$ cat config.mk
export PLATFORM = sky130hd
export DESIGN_NAME = mem_ctrl_flat
export DESIGN_NICKNAME = d
export VERILOG_FILES = /design/src/rtl/mem_ctrl_pkg.sv /design/src/rtl/mem_ctrl_if.sv /design/src/rtl/mem_be_merge.sv /design/src/rtl/mem_ctrl.sv /design/src/flat_wrapper.sv
export SDC_FILE = /design/constraint.sdc
export NUM_CORES = 1
export LEC_CHECK = 0
export CORE_MARGIN = 5
export CORE_UTILIZATION = 46
export DETAILED_ROUTE_END_ITERATION = 16
export PLACE_DENSITY_LB_ADDON = 0.08
export SETUP_SLACK_MARGIN = 0.05
export SLEW_MARGIN = 20
export SYNTH_ARGS = -nofsm -noshare
export SYNTH_HDL_FRONTEND = slang
export SYNTH_SLANG_ARGS = --single-unit
$ cat constraint.sdc
create_clock -name clk -period 3.91 [get_ports clk]
set_clock_uncertainty 0.15 [all_clocks]
set_input_delay 0.391 -clock clk [delete_from_list [all_inputs] [get_ports clk]]
set_output_delay 0.391 -clock clk [all_outputs]
set_load 0.01 [all_outputs]
$ cat src/rtl/mem_ctrl_pkg.sv
// Shared types and constants for the mem_ctrl front-end of the 32-word data memory.
// Optional feature macro: MEM_CTRL_STATS_EN (activity counters on mem_ctrl).
package mem_ctrl_pkg;

  localparam int ADDR_W     = 24;
  localparam int DATA_W     = 32;
  localparam int DEPTH_LOG2 = 5;
  localparam int BE_W       = DATA_W / 8;
  localparam int STAT_W     = 16;

  typedef enum logic [1:0] {
    IDLE,
    RD,
    WR,
    RESP
  } state_e;

  function automatic logic [DATA_W-1:0] be_to_mask(input logic [BE_W-1:0] be);
    logic [DATA_W-1:0] mask;
    for (int i = 0; i < BE_W; i++) begin
      mask[8*i +: 8] = {8{be[i]}};
    end
    return mask;
  endfunction

endpackage

$ cat src/rtl/mem_ctrl_if.sv
// Request/response channel between a requester (master) and mem_ctrl (slave).
interface mem_ctrl_if;
  import mem_ctrl_pkg::*;

  logic              req_valid;
  logic              req_ready;
  logic              req_write;
  logic [ADDR_W-1:0] req_addr;
  logic [DATA_W-1:0] req_wdata;
  logic [BE_W-1:0]   req_be;
  logic              resp_valid;
  logic              resp_ready;
  logic [DATA_W-1:0] resp_rdata;
  logic              resp_err;

  modport master (
    output req_valid, req_write, req_addr, req_wdata, req_be, resp_ready,
    input  req_ready, resp_valid, resp_rdata, resp_err
  );

  modport slave (
    input  req_valid, req_write, req_addr, req_wdata, req_be, resp_ready,
    output req_ready, resp_valid, resp_rdata, resp_err
  );

endinterface

$ cat src/rtl/mem_be_merge.sv
// Byte-lane merge for read-modify-write: enabled lanes from wdata, the rest from old_data.
module mem_be_merge
  import mem_ctrl_pkg::*;
(
  input  logic [DATA_W-1:0] wdata,
  input  logic [DATA_W-1:0] old_data,
  input  logic [BE_W-1:0]   be,
  output logic [DATA_W-1:0] merged
);

  logic [DATA_W-1:0] mask;

  assign mask   = be_to_mask(be);
  assign merged = (wdata & mask) | (old_data & ~mask);

endmodule

$ cat src/rtl/mem_ctrl.sv
// Load/store sequencer in front of the single-port data memory (one-cycle negedge read).
// Define MEM_CTRL_STATS_EN to add saturating stat_rd/stat_wr/stat_err counters.
module mem_ctrl
  import mem_ctrl_pkg::*;
(
  input  logic              clk,
  input  logic              rst_n,
  mem_ctrl_if.slave         bus,
  output logic              mem_write,
  output logic [ADDR_W-1:0] mem_addr,
  output logic [DATA_W-1:0] mem_din,
  input  logic [DATA_W-1:0] mem_dout
`ifdef MEM_CTRL_STATS_EN
  ,
  output logic [STAT_W-1:0] stat_rd,
  output logic [STAT_W-1:0] stat_wr,
  output logic [STAT_W-1:0] stat_err
`endif
);

  state_e            state_q, state_d;
  logic              write_q, write_d;
  logic [DATA_W-1:0] wdata_q, wdata_d;
  logic [BE_W-1:0]   be_q, be_d;
  logic [DATA_W-1:0] rdata_q, rdata_d;
  logic              err_q, err_d;
  logic              mem_write_q, mem_write_d;
  logic [ADDR_W-1:0] mem_addr_q, mem_addr_d;
  logic [DATA_W-1:0] mem_din_q, mem_din_d;
  logic [DATA_W-1:0] merged;
  logic              in_range;

  assign in_range = (bus.req_addr[ADDR_W-1:DEPTH_LOG2] == '0);

  mem_be_merge u_merge (
    .wdata    (wdata_q),
    .old_data (mem_dout),
    .be       (be_q),
    .merged   (merged)
  );

  // NOTE: every signal gets its hold value first so no path through the case infers a latch.
  always_comb begin
    state_d    = state_q;
    write_d    = write_q;
    wdata_d    = wdata_q;
    be_d       = be_q;
    rdata_d    = rdata_q;
    err_d      = err_q;
    mem_addr_d = mem_addr_q;
    mem_din_d  = mem_din_q;
    unique case (state_q)
      IDLE: begin
        if (bus.req_valid) begin
          write_d = bus.req_write;
          wdata_d = bus.req_wdata;
          be_d    = bus.req_be;
          if (!in_range) begin
            state_d = RESP;
            err_d   = 1'b1;
            rdata_d = '0;
          end else if (!bus.req_write) begin
            state_d    = RD;
            mem_addr_d = bus.req_addr;
          end else if (bus.req_be == '1) begin
            state_d    = WR;
            mem_addr_d = bus.req_addr;
            mem_din_d  = bus.req_wdata;
          end else if (bus.req_be == '0) begin
            state_d = RESP;
            err_d   = 1'b0;
            rdata_d = '0;
          end else begin
            state_d    = RD;
            mem_addr_d = bus.req_addr;
          end
        end
      end
      RD: begin
        if (write_q) begin
          state_d   = WR;
          mem_din_d = merged;
        end else begin
          state_d = RESP;
          rdata_d = mem_dout;
          err_d   = 1'b0;
        end
      end
      WR: begin
        state_d = RESP;
        rdata_d = mem_din_q;
        err_d   = 1'b0;
      end
      RESP: begin
        if (bus.resp_ready) state_d = IDLE;
      end
      default: state_d = IDLE;
    endcase
    // The strobe is registered, so it follows the state being entered.
    mem_write_d = (state_d == WR);
  end

  always_comb begin
    bus.req_ready  = (state_q == IDLE);
    bus.resp_valid = (state_q == RESP);
    bus.resp_rdata = rdata_q;
    bus.resp_err   = err_q;
    mem_write      = mem_write_q;
    mem_addr       = mem_addr_q;
    mem_din        = mem_din_q;
  end

  always_ff @(posedge clk) begin
    if (!rst_n) begin
      state_q     <= IDLE;
      rdata_q     <= '0;
      err_q       <= 1'b0;
      mem_write_q <= 1'b0;
      mem_addr_q  <= '0;
      mem_din_q   <= '0;
    end else begin
      state_q     <= state_d;
      rdata_q     <= rdata_d;
      err_q       <= err_d;
      mem_write_q <= mem_write_d;
      mem_addr_q  <= mem_addr_d;
      mem_din_q   <= mem_din_d;
    end
  end

  // NOTE: the latched request payload is left out of reset; it is always loaded in IDLE before use.
  always_ff @(posedge clk) begin
    write_q <= write_d;
    wdata_q <= wdata_d;
    be_q    <= be_d;
  end

`ifdef MEM_CTRL_STATS_EN
  logic [STAT_W-1:0] stat_rd_q, stat_rd_d;
  logic [STAT_W-1:0] stat_wr_q, stat_wr_d;
  logic [STAT_W-1:0] stat_err_q, stat_err_d;

  always_comb begin
    stat_rd_d  = stat_rd_q;
    stat_wr_d  = stat_wr_q;
    stat_err_d = stat_err_q;
    if (state_q == RD && !write_q && stat_rd_q != '1) stat_rd_d = stat_rd_q + 1'b1;
    if (state_q == WR && stat_wr_q != '1)              stat_wr_d = stat_wr_q + 1'b1;
    if (state_q == IDLE && bus.req_valid && !in_range && stat_err_q != '1)
      stat_err_d = stat_err_q + 1'b1;
  end

  always_ff @(posedge clk) begin
    if (!rst_n) begin
      stat_rd_q  <= '0;
      stat_wr_q  <= '0;
      stat_err_q <= '0;
    end else begin
      stat_rd_q  <= stat_rd_d;
      stat_wr_q  <= stat_wr_d;
      stat_err_q <= stat_err_d;
    end
  end

  assign stat_rd  = stat_rd_q;
  assign stat_wr  = stat_wr_q;
  assign stat_err = stat_err_q;
`endif

endmodule

$ cat src/flat_wrapper.sv
// flat-port wrapper written by rule: the top's interface ports become plain ports
module mem_ctrl_flat import mem_ctrl_pkg::*;
  (clk, rst_n, mem_write, mem_addr, mem_din, mem_dout, bus_req_valid, bus_req_write, bus_req_addr, bus_req_wdata, bus_req_be, bus_resp_ready, bus_req_ready, bus_resp_valid, bus_resp_rdata, bus_resp_err);
  mem_ctrl_if bus_i ();
  input  logic clk;
  input  logic rst_n;
  output logic mem_write;
  output logic [ADDR_W-1:0] mem_addr;
  output logic [DATA_W-1:0] mem_din;
  input  logic [DATA_W-1:0] mem_dout;
  input wire logic [$bits(bus_i.req_valid)-1:0] bus_req_valid;
  input wire logic [$bits(bus_i.req_write)-1:0] bus_req_write;
  input wire logic [$bits(bus_i.req_addr)-1:0] bus_req_addr;
  input wire logic [$bits(bus_i.req_wdata)-1:0] bus_req_wdata;
  input wire logic [$bits(bus_i.req_be)-1:0] bus_req_be;
  input wire logic [$bits(bus_i.resp_ready)-1:0] bus_resp_ready;
  output wire logic [$bits(bus_i.req_ready)-1:0] bus_req_ready;
  output wire logic [$bits(bus_i.resp_valid)-1:0] bus_resp_valid;
  output wire logic [$bits(bus_i.resp_rdata)-1:0] bus_resp_rdata;
  output wire logic [$bits(bus_i.resp_err)-1:0] bus_resp_err;
  assign bus_i.req_valid = bus_req_valid;
  assign bus_i.req_write = bus_req_write;
  assign bus_i.req_addr = bus_req_addr;
  assign bus_i.req_wdata = bus_req_wdata;
  assign bus_i.req_be = bus_req_be;
  assign bus_i.resp_ready = bus_resp_ready;
  assign bus_req_ready = bus_i.req_ready;
  assign bus_resp_valid = bus_i.resp_valid;
  assign bus_resp_rdata = bus_i.resp_rdata;
  assign bus_resp_err = bus_i.resp_err;
  mem_ctrl u_core (.clk(clk), .rst_n(rst_n), .bus(bus_i), .mem_write(mem_write), .mem_addr(mem_addr), .mem_din(mem_din), .mem_dout(mem_dout));
endmodule
# [After elaboration in Yosys (flattened, before gate mapping)]
# Index checks and enable logic that the tools add are counted.
[word_totals] inputBits=97 ff_bits=129 output_inout_bits=92 elab_cells=68
[op_classes] bitwise_logic=4 n_mux=31 eq_ne=15 n_reduce_logical=9
[op_table] op="2-to-1 mux 32 bit" count=11
[op_table] op="case mux 32 bit (3 select lines)" count=1
[op_table] op="2-to-1 mux 24 bit" count=3
[op_table] op="bitwise AND 32 bit" count=2
[op_table] op="case mux 32 bit (2 select lines)" count=1
[op_table] op="NOT 32 bit" count=1
[op_table] op="bitwise OR 32 bit" count=1
[op_table] op="zero test 19 bit" count=1
[op_table] op="2-to-1 mux 2 bit" count=6
[op_table] op="AND reduction 6 bit" count=2
[op_table] op="inequality test 3 bit (second input constant)" count=3
[op_table] op="case mux 2 bit (4 select lines)" count=1
[op_table] op="2-to-1 mux 1 bit" count=7
[op_table] op="equality test 2 bit (second input constant)" count=3
[op_table] op="inequality test 2 x 1 -> 1 bit (second input constant)" count=3
[op_table] op="inequality test 2 bit (second input constant)" count=3
[op_table] op="equality test 4 bit (second input constant)" count=1
[op_table] op="zero test 4 bit" count=1
[op_table] op="AND reduction 4 bit" count=1
[op_table] op="inequality test 3 x 2 -> 1 bit (second input constant)" count=1
[op_table] op="case mux 1 bit (3 select lines)" count=1
[op_table] op="nonzero test 3 bit" count=1
[op_table] op="equality test 2 x 1 -> 1 bit (second input constant)" count=1
[op_table] op="zero test 2 bit" count=1
[op_table] op="other kinds (2)" count=2

# [Longest topological paths before layout]
[depth] word_depth=8 depth_mapped=9

# [By module]
# A second synthesis with hierarchy kept.
[hier_totals] hier_cells=628 area_unflattened_um2=6907.9
[modules_own_cells] module="mem_ctrl" area_each_um2=6382.4 cells_per_inst=592 n_inst=1
[modules_own_cells] module="mem_be_merge" area_each_um2=525.5 cells_per_inst=36 n_inst=1

# [Least setup slack after synthesis]
# OpenSTA, ideal clock, no wires.
[synth_timing] path_kind="register to register" startpoint="register u_core.state_q[0]" endpoint="register u_core.mem_din_q[10] (netlist: u_core.mem_din[10])" arrival_time_ns=2.609 stages_incl_launch_ff=10 required_ns=3.677 setup_slack_ns=1.069 setup_time_ns=0.083 path_buffers=2 synth_period_minus_slack_ns=2.841 path_cell_list="dfxtp_1 -> inv_1 -> ha_1 -> nand2_1 -> inv_1 -> nand4_1 -> or2_1 -> clkbuf_1 -> buf_2 -> o221ai_1"
[synth_via] elab_chain_len=3 word_cells_on_any_way=10 cone_classes="eq/ne: 6; mux: 1; reduce/logical: 3"
[synth_rtl] item="start, declared" line="mem_ctrl.sv:21" rtl="state_e state_q, state_d;"
[synth_rtl] item="start signal, assigned" line="mem_ctrl.sv:122" rtl="state_q <= state_d;"
[synth_rtl] item="zero test 2 bit (*)"
[synth_rtl] item="named net bus_req_ready" line="flat_wrapper.sv:17" rtl="output wire logic [$bits(bus_i.req_ready)-1:0] bus_req_ready;"
[synth_rtl] item="inequality test 2 x 1 -> 1 bit (no source line), or another cell as far along"
[synth_rtl] item="AND reduction 6 bit (no source line)"
[synth_rtl] item="end signal, assigned" line="mem_ctrl.sv:127" rtl="mem_din_q <= mem_din_d;"
[synth_rtl] item="end, declared" line="mem_ctrl.sv:29" rtl="logic [DATA_W-1:0] mem_din_q, mem_din_d;"
# Mark *: on every way through the listed nets, which the timed path passes. The rest lies on a longest branch.
# A chain may end at the register's enable or synchronous reset.

# [Final worst setup path]
[layout_timing] startpoint="register u_core.state_q[0]" endpoint="register u_core.mem_din_q[7] (netlist: u_core.mem_din[7])"
[layout_via] elab_chain_len=3 word_cells_on_any_way=10 cone_classes="eq/ne: 6; mux: 1; reduce/logical: 3"
[layout_rtl] item="equality test 2 x 1 -> 1 bit or zero test 2 bit (tied branches)" line="mem_ctrl.sv:52" rtl="unique case (state_q)"
[layout_rtl] item="inequality test 2 x 1 -> 1 bit (no source line), or another cell as far along"
[layout_rtl] item="AND reduction 6 bit (no source line)"
# Several ways; a longest one is shown, not always the timed one.

==> results.sh <==
export IMPL_die_h_um=130
export IMPL_cpLargestDelayFamily="buffers and inverters"
export IMPL_power_w=0.00521
export IMPL_cts_tree="yes"
export IMPL_grt_ovfl_total=0
export IMPL_synth_cells=665
export IMPL_worst_endpoint_required_ns=4.04
export IMPL_setup_violations_final=0
export IMPL_reg2reg_slack_ns=1.07
export IMPL_synth_cell_type_count=44
export IMPL_synth_top_area_frac=0.279
export IMPL_leakage_nw=3.36
export IMPL_pin_count=189
export IMPL_endpoint_kind="flip-flop"
export IMPL_tightest_slew_ns=0.867
export IMPL_cts_resized=0
export IMPL_drive_above_1_share=0.106
export IMPL_grt_max_degree=54
export IMPL_path_class="flip-flop to flip-flop"
export IMPL_arrival_ns=2.97
export IMPL_antennaDiodeCount=0
export IMPL_status="complete, no violations"
export IMPL_final_cell_area_um2=9150
export IMPL_path_depth=9
export IMPL_cpPeakStageDelay_ns=0.51
export IMPL_dpl_hpwl_um=13100
export IMPL_worstReg2RegEnd="u_core.mem_din[7]"
export IMPL_cts_buffer_depth=2
export IMPL_yosys_warnings=0
export IMPL_p_seq_frac=0.330
export IMPL_ctsRootBufferMaster="clkbuf_16"
export IMPL_gp_congestion=0.862
export IMPL_vias_per_cell=5.62
export IMPL_fill_cells=1128
export IMPL_yosysTopAreaCell="dfxtp_1"
export IMPL_power_frac_comb=0.359
export IMPL_power_density_nw_per_um2=570
export IMPL_dr_pass1_iters=5
export IMPL_ys_ff_latch=129
export IMPL_syn2layout_area_growth_pct=38.7
export IMPL_slew_violations=0
export IMPL_rr_worst_depth=9
export IMPL_ir_worst_vdd_mv=0.325
export IMPL_sw_frac_of_total=0.337
export IMPL_hold_viol_final=0
export IMPL_antenna_found_initial=0
export IMPL_postCtsSetupBuffers=0
export IMPL_vias=5712
export IMPL_insertion_delay_ns=0.43
export IMPL_start_util=0.471
export IMPL_route_detailed_drc=0
export IMPL_r2r_start="u_core.state_q[0]"
export IMPL_dpl_cell_area_um2=8530
export IMPL_period_minus_slack_ns=2.84
export IMPL_cts_inserted_buffers=17
export IMPL_cts_sinks=129
export IMPL_relSlewSlack=0.421
export IMPL_die_w_um=130
export IMPL_cp_start_kind="flip-flop"
export IMPL_clkTransAtPathRegs_ns=0.06
export IMPL_p_int_w=0.00345
export IMPL_synth_area_top_cells="dfxtp_1 28%, edfxtp_1 17%, mux2i_1 9.7%"
export IMPL_nets=926
export IMPL_num_rows=43
export IMPL_ff_latch_area_um2=2950
export IMPL_endpoint="u_core.mem_din[7]"
export IMPL_dieArea_um2=16800
export IMPL_syn_area_um2=6590
export IMPL_slowest_stage="or2_1"
export IMPL_grt_pass1_wl_um=31300
export IMPL_grt_pass1_vias=5971
export IMPL_cp_num_buf_inv=4
export IMPL_rsz0062_at_grt="no"
export IMPL_ant_nets=0
export IMPL_power_switching_w=0.00176
export IMPL_crit_fanout=33
export IMPL_wl_um=20100
export IMPL_multi_input_area_um2=3370
export IMPL_finalCritPeriodShare=0.728
export IMPL_port_buffers=188
export IMPL_maxCapViolCount=0
export IMPL_htree_levels=4
export IMPL_synth_nets=767
export IMPL_crit_path_frequent_cell="buf_4"
export IMPL_postSynthAreaPerCell_um2=9.91
export IMPL_crit_start="u_core.state_q[0]"
export IMPL_fmax_ghz=0.352
export IMPL_pwr_share_clk=0.311
export IMPL_core_area_um2=14000
export IMPL_cp_cell_sequence="inv_1 -> ha_1 -> nand2_1 -> inv_2 -> nand4_1 -> buf_4 -> or2_1 -> buf_4 -> o221ai_1"
export IMPL_wl_per_cell_um=19.7
export IMPL_drtIter0Drc=438
export IMPL_ctsHoldBuffers=0
export IMPL_yosysSeqAreaShare=0.448
export IMPL_grt_usage=0.237
export IMPL_min_delay_path_class="flip-flop to flip-flop"
export IMPL_tns_ns=0
## cells by family (layout without fill, tap and decap cells)
kind of cell,count (synthesis),count (layout),synth area share
multiplexers,96,96,0.152
AND/OR/NAND/NOR,216,216,0.181
adder cells (fa/ha/maj),5,5,0.00949
AO/OA/AOI/OAI,154,154,0.164
buffers and inverters,65,237,0.0454
flip-flops,129,129,0.448
## Yosys cell counts (all sizes together)
master   n
o221ai  32
nor3b    1
a221oi   1
nand3b   1
nand2b  34
a22o    32
nor2b   34
a211oi   1
dfxtp   92
o21ai   40
nor3     3
buf     10
and3    32
o21a     1
mux2    32
and4     2
inv      5
nand2   67
a32o     1
a211o    2
mux2i   64
a21oi   34
clkbuf  50
and3b    1
or2      1
edfxtp  37
nand4    3
nand3    5
a21boi   6
nor2     4
o31a     1
ha       5
a41oi    1
nor4     5
o41ai    1
or4      1
and2    22
a31oi    1
## power by group through the flow
stage,logic [W],clock network (W),registers [W]
after global routing,0.00201,0.00170,0.00174
after detailed placement,0.00186,0,0.00175
after CTS,0.00186,0.00164,0.00172
final,0.00187,0.00162,0.00172
after floorplan,0.00127,0,0.00173
after global placement,0.00184,0,0.00174
## cell usage in the layout, fill, tap and decap left out, drive strengths merged, types with 5 or more instances in the layout
master,n
a21oi,34
dfxtp,92
clkdlybuf4s50,187
o221ai,32
and3,32
nand2b,34
a21boi,6
nor2b,34
a22o,32
buf,13
o21ai,40
and2,22
mux2i,64
mux2,32
nand2,67
nor4,5
nand3,5
ha,5
clkbuf,26
inv,7
edfxtp,37
## per-layer routing
metal	up-vias	part of all wire	global-route usage
met5	-	0	0
met4	0	0.016	0.0807
met3	24	0.061	0.0655
met2	202	0.49	0.390
met1	2746	0.43	0.303
li1	2740	-	-
## worst min-delay path by stage
stage	startpoint	endpoint	slack [ns]	cells after the start
CTS	u_core.mem_addr[7]	u_core.mem_addr[7]	0.31	1
global route	u_core.bus.resp_rdata[13]	u_core.bus.resp_rdata[13]	0.33	2
global placement	u_core.mem_addr[15]	u_core.mem_addr[15]	0.29	1
finish	u_core.mem_addr[7]	u_core.mem_addr[7]	0.31	1
detailed placement	u_core.mem_addr[11]	u_core.mem_addr[11]	0.30	1
floorplan	u_core.bus.resp_rdata[10]	u_core.bus.resp_rdata[10]	0.33	2
## area by class of cell
| class | instances | area share |
|---|---|---|
| multi-input cells | 471 | 0.368 |
| inverters | 5 | 0.00205 |
| clock inverters | 6 | 0.00356 |
| repair buffers | 200 | 0.215 |
| clock buffers | 26 | 0.0639 |
| well taps | 180 | 0.0246 |
| flip-flops and latches | 129 | 0.323 |
## through the flow
step	util	std cells	setup slack, ns	hold slack, ns
floorplan	-	665	1.07	0.332
detailed placement	0.610	985	0.866	0.296
global placement	0.610	985	1.01	0.292
CTS	0.654	1017	1.01	0.311
global route	0.654	1017	0.907	0.325
finish	0.654	1017	1.07	0.308
## state kept, by name (all words and copies together) (netlist names)
name / flops
u_core.write_q: 1
u_core.be_q: 4
u_core.mem_din: 32
u_core.mem_write: 1
u_core.mem_addr: 24
u_core.bus.resp_err: 1
u_core.wdata_q: 32
u_core.state_q: 2
u_core.bus.resp_rdata: 32
Note: power is estimated with default switching activity, not from simulation.
